## src/rtl/lcd_brightness_ctrl_pkg.sv

```systemverilog
// Shared definitions for the LCD brightness controller: level range,
// index-to-LightScale code mapping and ramp FSM state encoding.
package lcd_brightness_ctrl_pkg;

  localparam int unsigned LEVEL_MAX = 10;
  localparam int unsigned LEVEL_W   = 4;

  typedef logic [LEVEL_W-1:0] level_t;

  typedef enum logic {
    HOLD = 1'b0,
    RAMP = 1'b1
  } ramp_state_t;

  // Index 0 means backlight off (code 1); any other index k maps to 10*k.
  function automatic logic [7:0] level_to_code(input level_t idx);
    logic [7:0] code;
    if (idx == '0) begin
      code = 8'd1;
    end else begin
      code = {4'd0, idx} * 8'd10;
    end
    return code;
  endfunction

endpackage

```

## src/rtl/lcd_brightness_ctrl_debounce.sv

```systemverilog
// Key conditioner: 2-FF synchroniser, stability counter and a one-cycle
// press pulse on the accepted high-to-low transition of an active-low key.
module key_debounce #(
  parameter int unsigned DEBOUNCE_CYCLES = 20000
) (
  input  logic clk,
  input  logic reset_n,
  input  logic key_n_i,
  output logic press_o
);

  localparam int unsigned CNT_W = (DEBOUNCE_CYCLES < 2) ? 1 : $clog2(DEBOUNCE_CYCLES + 1);
  localparam logic [CNT_W-1:0] CNT_MAX = CNT_W'(DEBOUNCE_CYCLES - 1);
  localparam logic [CNT_W-1:0] CNT_ONE = CNT_W'(1);

  logic [1:0]       sync_q;
  logic             stable_q;
  logic [CNT_W-1:0] cnt_q;
  logic             press_q;

  // Synchronise, then accept a new level only after it has differed from the
  // accepted level for DEBOUNCE_CYCLES consecutive cycles.
  always_ff @(posedge clk or negedge reset_n) begin
    if (!reset_n) begin
      sync_q   <= 2'b11;
      stable_q <= 1'b1;
      cnt_q    <= '0;
      press_q  <= 1'b0;
    end else begin
      sync_q  <= {sync_q[0], key_n_i};
      press_q <= 1'b0;
      if (sync_q[1] == stable_q) begin
        cnt_q <= '0;
      end else if (cnt_q == CNT_MAX) begin
        stable_q <= sync_q[1];
        cnt_q    <= '0;
        press_q  <= ~sync_q[1];
      end else begin
        cnt_q <= cnt_q + CNT_ONE;
      end
    end
  end

  assign press_o = press_q;

endmodule

```

## src/rtl/lcd_brightness_ctrl.sv

```systemverilog
// LCD backlight brightness controller: debounced keys and host set command
// drive a saturating target index; a ramp FSM walks the current index toward
// it one notch per RAMP_CYCLES and LightScale is registered from it.
// Optional idle auto-dim is enabled by defining IDLE_DIM_EN.
module lcd_brightness_ctrl
  import lcd_brightness_ctrl_pkg::*;
#(
  parameter int unsigned DEBOUNCE_CYCLES = 20000,
  parameter int unsigned RAMP_CYCLES     = 5000,
  parameter int unsigned DEFAULT_IDX     = 5
`ifdef IDLE_DIM_EN
  ,
  parameter logic [23:0] IDLE_CYCLES     = 24'd12_000_000
`endif
) (
  input  logic       clk,
  input  logic       reset_n,
  input  logic       key_up_n,
  input  logic       key_dn_n,
  input  logic       set_valid,
  input  logic [3:0] set_idx,
  output logic [7:0] LightScale,
  output logic       busy,
  output logic       dimmed
);

  localparam level_t LVL_MAX = level_t'(LEVEL_MAX);
  localparam level_t LVL_ONE = level_t'(1);
  localparam level_t DEF_LVL = level_t'(DEFAULT_IDX);

  localparam int unsigned RCNT_W = (RAMP_CYCLES < 2) ? 1 : $clog2(RAMP_CYCLES + 1);
  localparam logic [RCNT_W-1:0] RCNT_MAX = RCNT_W'(RAMP_CYCLES - 1);
  localparam logic [RCNT_W-1:0] RCNT_ONE = RCNT_W'(1);

  logic              up_ev;
  logic              dn_ev;
  level_t            set_lvl;
  level_t            tgt_q, tgt_d;
  level_t            cur_q;
  ramp_state_t       state_q;
  logic [RCNT_W-1:0] ramp_cnt_q;
  logic [7:0]        code_q;

  key_debounce #(.DEBOUNCE_CYCLES(DEBOUNCE_CYCLES)) u_key_up (
    .clk     (clk),
    .reset_n (reset_n),
    .key_n_i (key_up_n),
    .press_o (up_ev)
  );

  key_debounce #(.DEBOUNCE_CYCLES(DEBOUNCE_CYCLES)) u_key_dn (
    .clk     (clk),
    .reset_n (reset_n),
    .key_n_i (key_dn_n),
    .press_o (dn_ev)
  );

  assign set_lvl = (set_idx > LVL_MAX) ? LVL_MAX : set_idx;

`ifdef IDLE_DIM_EN
  logic        dimmed_q, dimmed_d;
  level_t      rest_q, rest_d;
  logic [23:0] idle_cnt_q;
  logic        idle_hit;

  assign idle_hit = (idle_cnt_q == IDLE_CYCLES) && !dimmed_q && (tgt_q > LVL_ONE);

  // Idle counter: cleared by any user activity, saturates at IDLE_CYCLES.
  always_ff @(posedge clk or negedge reset_n) begin
    if (!reset_n) begin
      idle_cnt_q <= '0;
    end else if (set_valid || up_ev || dn_ev) begin
      idle_cnt_q <= '0;
    end else if (idle_cnt_q != IDLE_CYCLES) begin
      idle_cnt_q <= idle_cnt_q + 24'd1;
    end
  end
`endif

  // Target update; while dimmed, the first key event only restores the saved level.
  always_comb begin
    tgt_d = tgt_q;
`ifdef IDLE_DIM_EN
    dimmed_d = dimmed_q;
    rest_d   = rest_q;
`endif
    if (set_valid) begin
      tgt_d = set_lvl;
`ifdef IDLE_DIM_EN
      dimmed_d = 1'b0;
    end else if (dimmed_q && (up_ev || dn_ev)) begin
      tgt_d    = rest_q;
      dimmed_d = 1'b0;
`endif
    end else if (up_ev && dn_ev) begin
      tgt_d = tgt_q;
    end else if (up_ev) begin
      if (tgt_q != LVL_MAX) tgt_d = tgt_q + LVL_ONE;
    end else if (dn_ev) begin
      if (tgt_q != '0) tgt_d = tgt_q - LVL_ONE;
`ifdef IDLE_DIM_EN
    end else if (idle_hit) begin
      rest_d   = tgt_q;
      tgt_d    = LVL_ONE;
      dimmed_d = 1'b1;
`endif
    end
  end

  // Target and auto-dim state registers.
  always_ff @(posedge clk or negedge reset_n) begin
    if (!reset_n) begin
      tgt_q <= DEF_LVL;
`ifdef IDLE_DIM_EN
      dimmed_q <= 1'b0;
      rest_q   <= DEF_LVL;
`endif
    end else begin
      tgt_q <= tgt_d;
`ifdef IDLE_DIM_EN
      dimmed_q <= dimmed_d;
      rest_q   <= rest_d;
`endif
    end
  end

  // Ramp FSM: step cur one notch toward the latest target every RAMP_CYCLES.
  always_ff @(posedge clk or negedge reset_n) begin
    if (!reset_n) begin
      state_q    <= HOLD;
      cur_q      <= DEF_LVL;
      ramp_cnt_q <= '0;
    end else begin
      case (state_q)
        HOLD: begin
          if (cur_q != tgt_q) begin
            state_q    <= RAMP;
            ramp_cnt_q <= '0;
          end
        end
        RAMP: begin
          if (cur_q == tgt_q) begin
            state_q <= HOLD;
          end else if (ramp_cnt_q == RCNT_MAX) begin
            ramp_cnt_q <= '0;
            cur_q      <= (tgt_q > cur_q) ? cur_q + LVL_ONE : cur_q - LVL_ONE;
          end else begin
            ramp_cnt_q <= ramp_cnt_q + RCNT_ONE;
          end
        end
        default: state_q <= HOLD;
      endcase
    end
  end

  // Output code register, one cycle behind cur_q.
  always_ff @(posedge clk or negedge reset_n) begin
    if (!reset_n) begin
      code_q <= level_to_code(DEF_LVL);
    end else begin
      code_q <= level_to_code(cur_q);
    end
  end

  assign LightScale = code_q;
  assign busy       = (cur_q != tgt_q);
`ifdef IDLE_DIM_EN
  assign dimmed     = dimmed_q;
`else
  assign dimmed     = 1'b0;
`endif

endmodule

```

## config.mk

```make
export PLATFORM = sky130hd
export DESIGN_NAME = lcd_brightness_ctrl
export DESIGN_NICKNAME = d
export VERILOG_FILES = /design/src/rtl/lcd_brightness_ctrl_pkg.sv /design/src/rtl/lcd_brightness_ctrl_debounce.sv /design/src/rtl/lcd_brightness_ctrl.sv
export SDC_FILE = /design/constraint.sdc
export NUM_CORES = 1
export LEC_CHECK = 0
export CAP_MARGIN = 25
export CORE_ASPECT_RATIO = 0.75
export CORE_UTILIZATION = 55
export CTS_CLUSTER_SIZE = 8
export DETAILED_ROUTE_END_ITERATION = 7
export PLACE_DENSITY = 0.86
export SYNTH_ARGS = -nofsm -noshare
export SYNTH_HDL_FRONTEND = slang
export SYNTH_SLANG_ARGS = --single-unit
export TNS_END_PERCENT = 10
```

## constraint.sdc

```tcl
create_clock -name clk -period 4.8 [get_ports clk]
set_input_delay 0.96 -clock clk [delete_from_list [all_inputs] [get_ports clk]]
set_output_delay 0.96 -clock clk [all_outputs]
set_load 0.02 [all_outputs]
```

**After elaboration in Yosys (flattened, before gate mapping)**

Cells that the tools add are included.

- Output and inout port bits: 10
- Word-level logic and storage cells: 75
- Input port bits: 9
- Register bits after elaboration: 68

- $lt $le $gt $ge: 2
- Eq/ne operators: 12
- $add $sub $neg: 7
- Multiply operators: 1
- Bitwise operators: 6
- Reduce and logical (&&, ||, !) cells: 10
- Multiplexer cells: 24

Operators by type and width:

| kind | count |
|---|---|
| $mux W15 | 4 |
| $mux W13 | 3 |
| $mux W4 | 8 |
| $add A15 B1 Y15 const B | 2 |
| $eq A15 B15 Y1 const B | 2 |
| $pmux W13 S2 | 1 |
| $add A13 B1 Y13 const B | 1 |
| $eq A13 B13 Y1 const B | 1 |
| $add A4 B1 Y4 const B | 2 |
| $mux W8 | 1 |
| $sub A4 B1 Y4 const B | 2 |
| $mul A4 B3 Y7 const B | 1 |
| $mux W1 | 6 |
| $ne A2 B2 Y1 const B | 3 |
| $not A1 Y1 | 6 |
| $reduce_and A2 Y1 | 3 |
| $reduce_bool A3 Y1 | 2 |
| $eq A4 B4 Y1 | 1 |
| $gt A4 B4 Y1 | 1 |
| $gt A4 B4 Y1 const B | 1 |
| $logic_not A4 Y1 | 1 |
| $ne A4 B4 Y1 | 1 |
| $ne A4 B4 Y1 const B | 1 |
| $reduce_and A4 Y1 | 1 |
| 6 further kinds | 7 |

**Logic depth before layout (Yosys ltp)**

Gate-level depths: netlist of run 1.

- Depth after elaboration: 6
- Mapped depth: 13
- Gate-level depth less buffers: 12

**Hierarchy**

From an unflattened synthesis of run 1, not the netlist that was laid out.

- Cells, all modules: 346
- Area, all modules: 3557.2 sq um

Modules (own cells, without submodules):

| module | sequential area each (sq um) | instances | area each (sq um) | cells an instance |
|---|---|---|---|---|
| key_debounce | 479.2 | 2 | 889.6 | 84 |
| lcd_brightness_ctrl | 759.5 | 1 | 1778.0 | 178 |

**Worst setup path after synthesis of run 1**

No wires, ideal clock.

- Kind: reg2reg
- Start: register cur_q[2]
- End: register cur_q[3]
- Setup time: 0.125 ns
- Slack: 2.364 ns
- Cell stages (with the launch flop): 14
- Period minus slack after synthesis: 2.436 ns
- Data required time: 4.675 ns
- Arrival time: 2.311 ns
- Path through: dfstp_2 > inv_1 > ha_1 > and4_1 > buf_6 > inv_2 > buf_6 > nand2_1 > ha_1 > nand3_1 > nand2_1 > a21oi_1 > nand3b_1 > xnor2_1

- Longest elaborated chain between the ends: 3
- Elaborated cells between the ends (all ways): 7

Ends and longest elaborated chain:

| item | RTL line | source |
|---|---|---|
| start: declaration | lcd_brightness_ctrl.sv:39 | `level_t cur_q;` |
| start signal: assignment | lcd_brightness_ctrl.sv:146 | `cur_q <= (tgt_q > cur_q) ? cur_q + LVL_ONE : cur_q - LVL_ONE;` |
| parallel branches: the longest is 3 deep, another holds $sub A4 B1 Y4 | n/a |  |

Several ways; the timed one is not identified.
A chain may end at the register's enable or synchronous reset.

**Worst setup path after layout of run 1**

- Start: register cur_q[2]
- End: output busy

- Longest elaborated chain between the ends: 1

Ends and longest elaborated chain:

| item | RTL line | source |
|---|---|---|
| $ne A4 B4 Y1 | lcd_brightness_ctrl.sv:166 | `assign busy = (cur_q != tgt_q);` |
| end: declaration | lcd_brightness_ctrl.sv:23 | `output logic busy,` |

Every way passes these cells.

==> results of run 1 <==
cells in the mapped netlist, drive strengths merged, types with 2 or more instances:
| cell | count | area [sq um] |
|---|---|---|
| dfrtp | 55 | 1376 |
| nor2 | 45 | 168.9 |
| nand2 | 31 | 116.4 |
| inv | 17 | 63.81 |
| xnor2 | 17 | 148.9 |
| xor2 | 16 | 140.1 |
| ha | 15 | 187.7 |
| nand3 | 14 | 70.07 |
| nand4 | 14 | 93.84 |
| a21oi | 13 | 72.57 |
| dfstp | 13 | 341.6 |
| o21ai | 12 | 63.81 |
| nor3 | 11 | 55.05 |
| buf | 10 | 90.07 |
| a31oi | 8 | 50.05 |
| and3 | 7 | 43.79 |
| nor2b | 6 | 45.04 |
| mux2 | 4 | 45.04 |
| nand2b | 4 | 25.02 |
| a21o | 3 | 22.52 |
| fa | 3 | 60.06 |
| nor4b | 3 | 41.29 |
| o22ai | 3 | 18.77 |
| or3 | 3 | 18.77 |
| a41oi | 2 | 17.52 |
| clkbuf | 2 | 7.510 |
| mux2i | 2 | 20.02 |
| nor3b | 2 | 15.01 |
kinds of logic (layout without fill, tap and decap cells):
group,Yosys count,in the layout,share of synthesized area [%]
AND/OR/NAND/NOR,145,145,20.92
multiplexers,6,6,1.860
adder cells (fa/ha/maj),18,18,7.082
AO/OA/AOI/OAI,45,45,8.047
buffers and inverters,29,52,4.613
XOR/XNOR,33,33,8.262
flip-flops,68,68,49.11
other,1,1,0.1072
power groups by stage:
stage	clock network, mW	logic (mW)	registers [mW]
2_1_floorplan	0	0.311	0.678
3_3_place_gp	0	0.327	0.696
3_5_place_dp	0	0.348	0.701
4_1_cts	0.427	0.351	0.691
5_1_grt	0.454	0.395	0.702
6_report	0.417	0.350	0.692
stage by stage:
stage / worst slack [ns] / util (%) / hold WS (ns)
6_report: 1.381 / 64.74 / 0.3572
5_1_grt: 1.250 / 64.74 / 0.3611
4_1_cts: 1.369 / 64.41 / 0.3587
3_5_place_dp: 1.751 / 61.43 / 0.3478
3_3_place_gp: 1.791 / 61.43 / 0.3466
2_1_floorplan: 2.364 / - / 0.3452
worst max path at each step:
stage,end,depth (start not counted),start
floorplan,cur_q[3],13,cur_q[2]
global placement,busy,5,cur_q[2]
detailed placement,busy,5,cur_q[2]
CTS,busy,5,cur_q[2]
global route,busy,5,cur_q[2]
finish,busy,5,cur_q[2]
sequential cells by signal, summed over array words and instances (netlist names):
signal / flops
u_key_dn.cnt_q: 15
u_key_up.cnt_q: 15
ramp_cnt_q: 13
LightScale: 8
cur_q: 4
tgt_q: 4
u_key_dn.sync_q: 2
u_key_up.sync_q: 2
state_q: 1
u_key_dn.press_o: 1
u_key_dn.stable_q: 1
u_key_up.press_o: 1
u_key_up.stable_q: 1
metal layers:
metal	wire [microns]	share of wire (%)	global-route usage (%)	up-vias
met5	0	0	0	-
met2	2881	47	35.77	72
met3	345	5.7	7.419	11
met1	2788	46	26.19	1222
li1	-	-	-	1217
met4	82	1.3	7.009	0
layout make-up:
cell class,count,area share [%]
clock buffer,10,3.558
inverter,17,1.649
tap,78,2.523
sequential,68,44.40
multi-input combinational,248,41.85
timing repair buffer,19,4.981
clock inverter,6,1.035
worst max-delay path, cell delays in order, from the launching register on:
cell,delay [ns]
dfstp_2,0.60
inv_1,0.07
ha_1,0.28
and4_1,0.30
inv_2,0.22
clkdlybuf4s50_1,0.64
==> qor.txt, run 1 <==
Multi-input logic area: 1619 sq um
Starting density of the core: 58.54%
Critical Path Start Type: flop
Post-DP HPWL: 4325 microns
Count of different cell masters after synthesis: 48
Most common cell after layout, fill and taps aside: dfrtp_1
Tmin final: 3.419 ns
Worst slew pin tran: 0.6907 ns
Overflow left after global routing: 0
Fin Setup TNS: 0 ns
Period utilization: 71.22%
GRT Total Usage: 21.45%
Peak VDD IR: 0.2046 mV
Port bufs: 17
Mapped Area: 3498 sq um
YS warnings: 0
CTS tree: built
Drt via density: 5.655
Worst Hold Path Cells: 0
Critical Path End Type: output port
Logic pwr share: 24.0%
Sequential share of power: 47.4%
Total Die Area: 6687 sq um
Area occupied by registers: 1718 sq um
Status: complete, no violations
#FFs+latches synth: 68
Routability Congestion: 0.8187
Fill count: 454
Detailed Route WL: 6098 microns
Clock root buffer: clkbuf_8
Cell count after synthesis: 345
Internal Power: 979.7 uW
Hold Buf Count CTS: 0
Final-report setup violation count: 0
Final Skew: 0.01167 ns
Post-CTS resize count: 0
Synth-to-Final Area Change: 10.59%
Max-cap violation count: 0
Largest net degree at the start of global routing: 44
Worst path arrival time: 2.46 ns
H-tree levels: 3
Hold Path Origin: u_key_dn.sync_q[0]
Overall power: 1.459 mW
DR pass1 iterations: 5
Class of the worst hold path: reg -> reg
CP required: 3.84 ns
CP Class: reg -> out
Initial antenna violation count: 0
DIE WIDTH: 94.09 microns
Detail Route Antenna Nets: 0
Post-synth EDFFs: 0
Post-CTS Setup Inserts: 0
Placed cells: 429
WL/cell: 13.67 microns
Synth Area per Inst: 10.14 sq um
First-pass GRT wire length: 10940 microns
Antenna diodes: 0
Sequential fraction of the synthesis area: 49.11%
Final slew viol count: 0
Core box area: 5976 sq um
FF-to-FF End: cur_q[3]
Die Height: 71.07 microns
Power Density: 377.2 nW/um^2
IO Pins: 19
CTS sink count: 68
F_max: 292.5 MHz
Most frequent cells in the layout: dfrtp_1 (55), nor2_1 (45), nand2_1 (31)
Synth Flop Type: dfrtp_1
Layout Cells excl Fill: 446
Clock transition at path regs: 0.07 ns
Switching Share: 32.86%
Final #Nets: 390
Sw Pwr: 479.5 uW
Slew HR: 53.53%
Vias in the first global route: 2451
Design area: 3869 sq um
Drt first-iter violations: 154
R2R Setup Slk: 2.12 ns
Drc violations: 0
Row Count: 24
Placed instance area: 3671 sq um
Clock buffer count from CTS: 9
Max Buffers Root-to-Sink: 2
WHS Endpoint: u_key_dn.sync_q[1]
Routed via count: 2522
Pleak: 1.709 nW
Final hold violations: 0
Reg2Reg Depth: 11
Share of layout cells above drive strength 1: 11.68%
RSZ-0062 raised after global routing: no
Ys async rst share: 100.0%
Clock Power Share: 28.6%
RR Startpoint: cur_q[2]
Worst skew pair latency: 0.35 ns
Mapped Nets: 372
Crit Path Max Fanout: 12
Power figures use the tool's default switching activity.
==> run 2: changes to the inputs <==
--- a/config.mk
+++ b/config.mk
@@ -7,10 +7,10 @@
 export LEC_CHECK = 0
 export CAP_MARGIN = 25
 export CORE_ASPECT_RATIO = 0.75
-export CORE_UTILIZATION = 55
+export CORE_UTILIZATION = 54
 export CTS_CLUSTER_SIZE = 8
 export DETAILED_ROUTE_END_ITERATION = 7
-export PLACE_DENSITY = 0.86
+export PLACE_DENSITY = 0.88
 export SYNTH_ARGS = -nofsm -noshare
 export SYNTH_HDL_FRONTEND = slang
 export SYNTH_SLANG_ARGS = --single-unit
==> constraint.sdc (replaced) <==
create_clock -name clk -period 3 [get_ports clk]
set_input_delay 0.6 -clock clk [delete_from_list [all_inputs] [get_ports clk]]
set_output_delay 0.6 -clock clk [all_outputs]
set_load 0.02 [all_outputs]
==> run 2 against run 1 <==
Net effect:
- first-iteration DRC count up 8.4%
- sequential cell count unchanged
- die area up 1.8%
- utilization down 0.46 points
- sequential share of layout area down 0.13 points
- combinational power up 61%
- via count down 2.1%
- worst setup slack worse by 1.2 ns
- register-to-register slack worse by 1.8 ns
- final area up 0.29%
- hold slack worse by 0.020 ns
- global-route usage down 0.10 points
- critical endpoint unchanged
==> qor.txt, run 2 (same netlist as run 1, synthesis figures left out) <==
Met2 wire len: 3044 microns
Slew HR: 45.63%
CTS sink count: 68
Port bufs: 17
Clock buffer count from CTS: 9
Period utilization: 93.14%
Fin Setup TNS: 0 ns
Detailed Route WL: 6179 microns
Drc violations: 0
Starting density of the core: 57.96%
RSZ-0062 raised after global routing: no
Hold Buf Count CTS: 0
Share of layout cells above drive strength 1: 11.96%
Initial antenna violation count: 0
GRT Total Usage: 21.35%
Post-Route M1 WL: 2732 microns
Critical path's top delay family: buffers and inverters
CP required: 2.40 ns
Design area: 3880 sq um
Routed via count: 2468
Max-cap violation count: 0
Die Height: 71.71 microns
Antenna diodes: 0
Post-CTS Setup Inserts: 0
Critical Path Start Type: flop
Power Density: 624.0 nW/um^2
Post-DP HPWL: 4425 microns
Largest net degree at the start of global routing: 39
Hold slack: 0.3372 ns
Max stage delay on crit path: 0.61 ns
Peak VDD IR: 0.3350 mV
CTS tree: built
Vias in the first global route: 2493
Detail Route Antenna Nets: 0
Tmin final: 2.794 ns
Overflow left after global routing: 0
Row Count: 24
Post-CTS resize count: 2
Area occupied by registers: 1718 sq um
Placed instance area: 3679 sq um
Worst path arrival time: 2.19 ns
Crit Path Max Fanout: 12
Worst slew pin tran: 0.8156 ns
WL met3: 331 microns
Pre-CTS setup slack: 0.2746 ns
Drt via density: 5.534
Fill count: 478
Status: complete, no violations
Routability Congestion: 0.8741
H-tree levels: 3
F_max: 357.9 MHz
Final Skew: 0.006820 ns
DIE WIDTH: 94.94 microns
WL/cell: 13.85 microns
Drt first-iter violations: 167
Final-report setup violation count: 0
Clock root buffer: clkbuf_8
Biggest regs: u_key_dn.cnt_q x15, u_key_up.cnt_q x15, ramp_cnt_q x13
DR top layer: met4
IO Pins: 19
Most common cell after layout, fill and taps aside: dfrtp_1
Buffers and inverters on the worst path: 3
Total Die Area: 6808 sq um
Max Buffers Root-to-Sink: 2
R2R Setup Slk: 0.34 ns
First-pass GRT wire length: 10880 microns
Most frequent cells in the layout: dfrtp_1 (55), nor2_1 (45), nand2_1 (31)
Multi-input logic area: 1620 sq um
Worst path slowest cell: dfstp_2
CP Class: reg -> out
Post-route setup slack: 0.2058 ns
DR pass1 iterations: 4
Pleak: 1.710 nW
Final slew viol count: 0
Final #Nets: 390
Util after Layout: 64.28%
Crit path cell chain: inv_1 > ha_1 > and4_2 > inv_2 > dlygate4sd2_1
Final hold violations: 0
Class of the worst hold path: in -> async
Core box area: 6036 sq um
Synth-to-Final Area Change: 10.91%
Worst skew pair latency: 0.35 ns
Clock transition at path regs: 0.07 ns
Critical Path End Type: output port
==> run 2: cell types whose count changed in the layout (fill, tap and decap cells not counted), sizes merged <==
cell           before  now
clkinv              5    3
bufinv              0    1
clkdlybuf4s50      16   15
clkinvlp            1    2
dlygate4sd2         0    1
==> run 2: path summary, 6_finish.rpt <==
check                                        start                 end  cells after the start
worst max-delay path                      cur_q[2]                busy                      5
worst min-delay path                       reset_n       LightScale[0]                      1
worst max register to register            cur_q[2]            cur_q[3]                     11
worst min register to register  u_key_dn.sync_q[0]  u_key_dn.sync_q[1]                      0
max in group asynchronous                  reset_n  u_key_up.sync_q[0]                      2
min in group clk                u_key_dn.sync_q[0]  u_key_dn.sync_q[1]                      0
==> run 2: cell type report <==
| class | count | share of cell area (%) |
|---|---|---|
| Sequential cell | 68 | 44.28 |
| Multi-Input combinational cell | 248 | 41.76 |
| Timing Repair Buffer | 19 | 4.611 |
| Clock buffer | 10 | 3.547 |
| Tap cell | 78 | 2.515 |
| Clock inverter | 6 | 1.645 |
| Inverter | 17 | 1.645 |
==> run 2: routing by layer <==
| metal | global-route usage (%) | up-vias |
|---|---|---|
| met3 | 7.643 | 6 |
| met4 | 7.912 | 0 |
| li1 | - | 1231 |
| met1 | 24.50 | 1175 |
| met2 | 36.69 | 56 |
| met5 | 0 | - |
==> run 2: report_power, final <==
part | leakage (nW) | internal (mW) | switching (mW)
clock | 0.0983 | 0.404 | 0.347
sequential | 0.875 | 1.00 | 0.104
combinational | 0.736 | 0.242 | 0.322
==> run 2: stage by stage <==
stage	std cells	power, mW
3_3_place_gp	430	1.634
6_report	446	2.421
5_1_grt	446	2.569
4_1_cts	446	2.441
2_1_floorplan	345	1.583
3_5_place_dp	430	1.681
